**config.mk**
```make
export PLATFORM = sky130hd
export DESIGN_NAME = rx_edge_sampler
export DESIGN_NICKNAME = d
export VERILOG_FILES = /design/src/rtl/rx_edge_sampler.sv
export SDC_FILE = /design/constraint.sdc
export NUM_CORES = 1
export LEC_CHECK = 0
export ABC_CLOCK_PERIOD_IN_PS = 1700
export CORE_ASPECT_RATIO = 1.2
export CORE_MARGIN = 4
export CORE_UTILIZATION = 45
export DETAILED_ROUTE_END_ITERATION = 12
export PLACE_DENSITY = 0.75
export SETUP_SLACK_MARGIN = 0.3
export SLEW_MARGIN = 20
export SYNTH_ARGS = -nofsm -noshare
export SYNTH_HDL_FRONTEND = slang
export SYNTH_SLANG_ARGS = --single-unit
```
**constraint.sdc**
```tcl
create_clock -name clk -period 1.7 [get_ports clk]
set_input_delay 0.34 -clock clk [delete_from_list [all_inputs] [get_ports clk]]
set_output_delay 0.34 -clock clk [all_outputs]
set_load 0.01 [all_outputs]
```
**src/rtl/rx_edge_sampler.sv**
```systemverilog
// Oversampling timebase and 3-point majority bit sampler for the UART receiver.
// Optional input synchronizer enabled by defining RX_SYNC_EN.
module rx_edge_sampler #(
   parameter int PRESCALE_W = 6,
   parameter int EDGE_W     = 5
) (
   input  logic                  clk,
   input  logic                  rst,
   input  logic                  rx_in,
   input  logic [PRESCALE_W-1:0] prescale,
   input  logic                  par_en,
   input  logic                  counter_en,
   input  logic                  data_sample_en,
   output logic [EDGE_W-1:0]     edge_count,
   output logic [3:0]            bit_count,
   output logic                  sampled_bit,
   output logic                  sample_valid
);

   // One extra bit so half-1 for a tiny prescale underflows out of range instead of aliasing
   localparam int CW = ((PRESCALE_W > EDGE_W) ? PRESCALE_W : EDGE_W) + 1;

   logic [EDGE_W-1:0] edge_count_q, edge_count_d;
   logic [3:0]        bit_count_q, bit_count_d;
   logic              s0_q, s0_d;
   logic              s1_q, s1_d;
   logic              sampled_bit_q, sampled_bit_d;
   logic              sample_valid_q, sample_valid_d;

   logic [EDGE_W-1:0] last_edge;
   logic [3:0]        frame_last;
   logic [CW-1:0]     edge_ext;
   logic [CW-1:0]     half_ext;
   logic              rxs;
   logic              vote;

`ifdef RX_SYNC_EN
   logic rx_meta_q, rx_meta_d;
   logic rx_sync_q, rx_sync_d;

   always_comb begin
      rx_meta_d = rx_in;
      rx_sync_d = rx_meta_q;
   end

   always_ff @(posedge clk or posedge rst) begin
      if (rst) begin
         rx_meta_q <= 1'b1;
         rx_sync_q <= 1'b1;
      end else begin
         rx_meta_q <= rx_meta_d;
         rx_sync_q <= rx_sync_d;
      end
   end

   assign rxs = rx_sync_q;
`else
   assign rxs = rx_in;
`endif

   assign last_edge  = EDGE_W'(prescale - PRESCALE_W'(1));
   assign frame_last = par_en ? 4'd10 : 4'd9;
   assign edge_ext   = CW'(edge_count_q);
   assign half_ext   = CW'(prescale >> 1);
   assign vote       = (s0_q & s1_q) | (s0_q & rxs) | (s1_q & rxs);

   // Comparisons use >= so an illegal mid-run prescale/par_en change still wraps
   always_comb begin
      edge_count_d = edge_count_q;
      bit_count_d  = bit_count_q;
      if (!counter_en) begin
         edge_count_d = '0;
         bit_count_d  = '0;
      end else begin
         if (edge_count_q == last_edge) begin
            bit_count_d = (bit_count_q >= frame_last) ? '0 : bit_count_q + 4'd1;
         end
         edge_count_d = (edge_count_q >= last_edge) ? '0 : edge_count_q + EDGE_W'(1);
      end
   end

   always_comb begin
      s0_d           = s0_q;
      s1_d           = s1_q;
      sampled_bit_d  = sampled_bit_q;
      sample_valid_d = 1'b0;
      if (data_sample_en) begin
         if (edge_ext == half_ext - CW'(1)) s0_d = rxs;
         if (edge_ext == half_ext)          s1_d = rxs;
         if (edge_ext == half_ext + CW'(1)) begin
            sampled_bit_d  = vote;
            sample_valid_d = 1'b1;
         end
      end
   end

   always_ff @(posedge clk or posedge rst) begin
      if (rst) begin
         edge_count_q   <= '0;
         bit_count_q    <= '0;
         s0_q           <= 1'b1;
         s1_q           <= 1'b1;
         sampled_bit_q  <= 1'b1;
         sample_valid_q <= 1'b0;
      end else begin
         edge_count_q   <= edge_count_d;
         bit_count_q    <= bit_count_d;
         s0_q           <= s0_d;
         s1_q           <= s1_d;
         sampled_bit_q  <= sampled_bit_d;
         sample_valid_q <= sample_valid_d;
      end
   end

   assign edge_count   = edge_count_q;
   assign bit_count    = bit_count_q;
   assign sampled_bit  = sampled_bit_q;
   assign sample_valid = sample_valid_q;

endmodule
```
# --- Word level (Yosys, flattened, before mapping) ---
# Index checks and enable logic that the tools add are counted.
# W data, S select, Z words.
word_totals:
  reg_bits: 13
  wordCells: 34
  output_inout_bits: 11
  input_bits: 12
classes:
  add_sub_neg: 5
  mux: 8
  eq_ne: 5
  bitwise_logic: 5
  magnitude_cmp: 2
  n_reduce_logical: 3
ops:
  columns: ["op", "n"]
  rows:
  - ["$mux W4", 3]
  - ["$eq A5 B5 Y1", 2]
  - ["$mux W5", 2]
  - ["$eq A5 B7 Y1", 1]
  - ["$add A5 B1 Y6 const B", 1]
  - ["$eq A5 B6 Y1", 1]
  - ["$reduce_and A2 Y1", 3]
  - ["$sub A5 B1 Y6 const B", 1]
  - ["$add A5 B1 Y5 const B", 1]
  - ["$ge A5 B5 Y1", 1]
  - ["$sub A5 B1 Y5 const B", 1]
  - ["$add A4 B1 Y4 const B", 1]
  - ["$ge A4 B4 Y1", 1]
  - ["$and A1 B1 Y1", 3]
  - ["$mux W1", 2]
  - ["$mux W2", 1]
  - ["$ne A2 B1 Y1 const B", 1]
  - ["$or A1 B1 Y1", 2]

# --- Longest topological paths before layout ---
logic_depth:
  word_depth: 5
  depth_mapped: 12
  mapped_depth_nobuf: 11

# --- Worst setup path after synthesis ---
# OpenSTA, ideal clock, no wires.
synth_timing:
  path_kind: "input -> register"
  startpoint: "in prescale[2]"
  endpoint: "reg bit_count_q[2], in the netlist bit_count[2]"
  setup_slack_ns: -0.218
  path_buffers: 1
  required_time_ns: 1.622
  setup_time_ns: 0.078
  arrival_ns: 1.841
  path_stages: 11
  path_cell_list: "buf_2 > inv_1 > ha_1 > nand2_1 > nand2_1 > xor2_1 > ha_1 > and3_1 > and3_1 > nand4b_1 > a21boi_1"
synth_via:
  elab_chain_cells: 3
synth_rtl:
  columns: ["element", "line", "source"]
  rows:
  - ["start: declaration", "10", "input logic [PRESCALE_W-1:0] prescale,"]
  - ["$sub A5 B1 Y5", "61", "assign last_edge = EDGE_W'(prescale - PRESCALE_W'(1));"]
  - ["$eq A5 B5 Y1", "75", "if (edge_count_q == last_edge) begin"]
  - ["$ne A2 B1 Y1 (no line)", null, null]
  - ["end signal: assignment", "107", "bit_count_q <= bit_count_d;"]
  - ["end: declaration", "24", "logic [3:0] bit_count_q, bit_count_d;"]
# No other way between the ends.
# A chain may end at the register's enable or synchronous reset.

# --- Final worst setup path ---
layout_timing:
  startpoint: "reg edge_count_q[0], in the netlist edge_count[0]"
  endpoint: "reg s0_q"
layout_via:
  elab_chain_cells: 2
layout_rtl:
  columns: ["element", "line", "source"]
  rows:
  - ["start: declaration", "23", "logic [EDGE_W-1:0] edge_count_q, edge_count_d;"]
  - ["start signal: assignment", "106", "edge_count_q <= edge_count_d;"]
  - ["$eq A5 B7 Y1", "88", "if (edge_ext == half_ext - CW'(1)) s0_d = rxs;"]
  - ["$reduce_and A2 Y1 (no line)", null, null]
  - ["end signal: assignment", "101", "s0_q <= 1'b1;"]
  - ["end signal: assignment", "108", "s0_q <= s0_d;"]
  - ["end: declaration", "25", "logic s0_q, s0_d;"]
# No other way between the ends.

==> summary.md <==
| Metric | Value |
|---|---|
| Status | `finished, violations left` |
| Failing checks | `setup timing` |
| Initial antenna violation count | `0` |
| Warnings from Yosys | `0` |
| Period minus WS final | `1.725 ns` |
| Via/cell ratio | `5.393` |
| Nets | `209` |
| Crit Path Max Fanout | `2` |
| Placed Area | `1535 um2` |
| Combinational share of power | `49.2%` |
| Maxcap violations | `0` |
| Final worst-path cycle share | `101.5%` |
| CTS Buf Count | `3` |
| CP max stage cell | `dfrtp_1` |
| 1st-iter DRT viols | `28` |
| Required time worst endpoint | `1.91 ns` |
| Net switching power | `404.9 uW` |
| HPWL Detailed | `2.169 mm` |
| Area growth, synth to finish | `81.63%` |
| Synth Instances | `119` |
| Clk slew on worst S/H paths | `0.09 ns` |
| Initial Util | `47.15%` |
| Sequential share of the synthesized area | `30.58%` |
| Clock skew | `0.008216 ns` |
| Worst setup path class | `reg2reg` |
| Fin area | `1954 um2` |
| Max stage delay on crit path | `0.45 ns` |
| N_diodes | `0` |
| Switching share of power | `34.09%` |
| Die X | `52.64 um` |
| Routed WL | `3.962 mm` |
| DR pass1 iterations | `4` |
| Int Pwr | `782.9 uW` |
| Core Area | `2282 um2` |
| Cells after DPL | `187` |
| Slew headroom | `67.91%` |
| Setup WS post-layout | `-0.02538 ns` |
| Leakage power | `0.8973 nW` |
| CP bufs+invs | `1` |
| Layout cell share with drive strength beyond 1 | `53.01%` |
| Critical path launch point type | `flop` |
| Post-synth top area share | `23.26%` |
| #FFs+latches synth | `13` |
| Die height | `61.57 um` |
| Vias in the first global route | `1130` |
| Drt wl/cell | `18.51 um` |
| CTS H-tree depth | `1` |
| Worst-Skew Late Latency | `0.28 ns` |
| Clock network fraction of design power | `16.3%` |
| Grt total ovfl | `0` |
| Slew at the pin closest to its max-slew limit | `0.4808 ns` |
| Crit. End Element | `flop` |
| RSZ-0062 raised after global routing | `true` |
| Cell accounting for the most synthesized area | `dfrtp_1` |
| Maximum vdd drop | `0.7321 mV` |
| Tot Pwr | `1.188 mW` |
| Post-synth cell types | `32` |
| Final hold violation count | `0` |
| Slew Limit Fails | `0` |
| Largest net degree at the start of global routing | `14` |
| Non-Filler Instances | `214` |
| Sequential fraction of design power | `34.5%` |
| Row Count | `19` |
| Synth area leaders | `dfrtp_1 23%, ha_1 15%, dfstp_2 7.3%` |
| CP top delay family | `simple AND/OR/NAND/NOR gates` |
| # port buffers | `22` |
| Crit-path cells | `xor2_2 -> buf_4 -> nand3b_1 -> nor4_2 -> mux2_1` |
| Syn Nets | `144` |
| CTS tree | `yes` |
| Setup violators final | `5` |
| Clk buf depth | `2` |
| Fmax | `579.6 MHz` |
| P per Cell Area | `607.8 nW/um2` |
| Syn avg cell area | `9.042 um2` |
| Clock Tree Root | `clkbuf_4` |
| Remaining antenna violation count | `0` |
| Synth Cell Area | `1076 um2` |
| Gpl congestion | `0.8562` |
| Total GRT Usage | `23.09%` |
| CP arrival | `1.93 ns` |
| First-pass GRT wire length | `5.361 mm` |
| Clock Sinks | `13` |
| I/O pin count | `23` |
| Hold Path Class | `in2async` |
| Via count | `1154` |
| Drt drc | `0` |
| Die area | `3241 um2` |
placed cells by master, fill, tap and decap left out, types with 4 or more instances in the layout:
master and count:
buf_4 28, clkdlybuf4s50_1 4, dlygate4sd2_1 7, xnor2_1 6, ha_1 8, inv_1 7
ha_4 5, buf_6 18, nor2_1 7, xor2_1 4, nand3_1 4, nand2_1 8
buf_2 5, dfrtp_1 7
power groups by stage:
stage	sequential (mW)	clock (mW)	combinational, mW
6_report	0.410	0.193	0.584
5_1_grt	0.411	0.212	0.625
4_1_cts	0.401	0.194	0.483
3_5_place_dp	0.406	0	0.392
3_3_place_gp	0.402	0	0.381
2_1_floorplan	0.415	0	0.213
per-layer routing:
layer,global-route usage [%],up-vias,share of wire [%]
met5,0,-,0
met1,23.20,557,36
met4,8.029,0,2.6
met2,45.92,45,57
li1,-,544,-
met3,5.085,8,4.3
logic make-up (layout without fill, tap and decap cells):
family / count (synthesis) / in the layout / share of synthesized area (%)
muxes: 3 / 3 / 3.139
buffers and inverters: 14 / 78 / 5.582
xor gates and xnor gates: 15 / 15 / 12.21
and+or+nand+nor: 41 / 41 / 20.00
adders and majority gates: 14 / 14 / 16.05
AOI/OAI and AO/OA: 19 / 19 / 12.44
DFF: 13 / 13 / 30.58
worst register-to-register path, cell delays in order, from the launching register on:
cell and delay (ns):
dfrtp_1 0.45, xor2_2 0.21, buf_4 0.15, nand3b_1 0.11, nor4_2 0.38, mux2_1 0.36
Yosys cell counts:
master and instances:
a21o_1 1, a211oi_1 1, maj3_1 1, a2111oi_2 1, ha_1 13, a31oi_1 2, nor3b_1 1, nand2_1 9
dfstp_2 3, a211o_1 2, dfrtp_1 10, a21boi_0 1, o21ai_0 5, nand3_1 9, nand3b_1 1, mux2_1 3
and3_1 2, and2_1 1, a21boi_1 3, nor2_1 10, buf_2 3, nand4b_1 3, and4b_1 1, buf_4 1
a21oi_1 2, nor4_2 1, xnor2_1 9, xor2_1 6, a311oi_1 1, nand2b_1 1, nor3_1 2, inv_1 10
path summary, 6_finish.rpt:
kind | from | to | slack, ns | depth (start not counted)
max in group asynchronous | rst | bit_count[1]$_DFFE_PP0P_ | 0.97 | 2
min | rst | edge_count[0]$_DFF_PP0_ | 0.37 | 2
max reg2reg | edge_count[0]$_DFF_PP0_ | s0_q$_DFFE_PP1P_ | -0.03 | 5
min in group clk | bit_count[3]$_DFFE_PP0P_ | bit_count[3]$_DFFE_PP0P_ | 0.60 | 2
min reg2reg | bit_count[3]$_DFFE_PP0P_ | bit_count[3]$_DFFE_PP0P_ | 0.60 | 2
max | edge_count[0]$_DFF_PP0_ | s0_q$_DFFE_PP1P_ | -0.03 | 5
sequential cells by signal, indices dropped and copies added (netlist names):
name / flops
edge_count: 5
bit_count: 4
s0_q: 1
sample_valid: 1
sampled_bit: 1
s1_q: 1
through the flow:
| step | worst slack, ns | hold slack [ns] | setup TNS (ns) | util [%] |
|---|---|---|---|---|
| after detailed placement | -0.7453 | 0.5326 | -8.500 | 67.27 |
| after CTS | 0.04040 | 0.3735 | 0 | 79.11 |
| after global placement | -0.7083 | 0.5170 | -8.162 | 67.27 |
| final | -0.02538 | 0.3699 | -0.07264 | 85.64 |
| after floorplan | -0.06870 | 0.2148 | -0.2918 | - |
| after global routing | -0.1187 | 0.4272 | -0.7466 | 85.64 |
cell type report:
| class | count | area (um2) |
|---|---|---|
| multi-input combinational | 92 | 934.6 |
| fill | 116 | 327.8 |
| tap | 31 | 38.79 |
| inverter | 10 | 57.56 |
| clock buffer | 4 | 26.28 |
| sequential | 13 | 332.8 |
| timing repair buffer | 64 | 564.3 |
timing repair:
action,4_1_cts,5_1_grt
hold buffers,0,0
resized for setup,87,26
setup endpoints to repair,24,21
endpoints found under the hold margin,0,0
setup buffers,12,11
pin swaps,26,19
(Power assumes the default switching activity.)
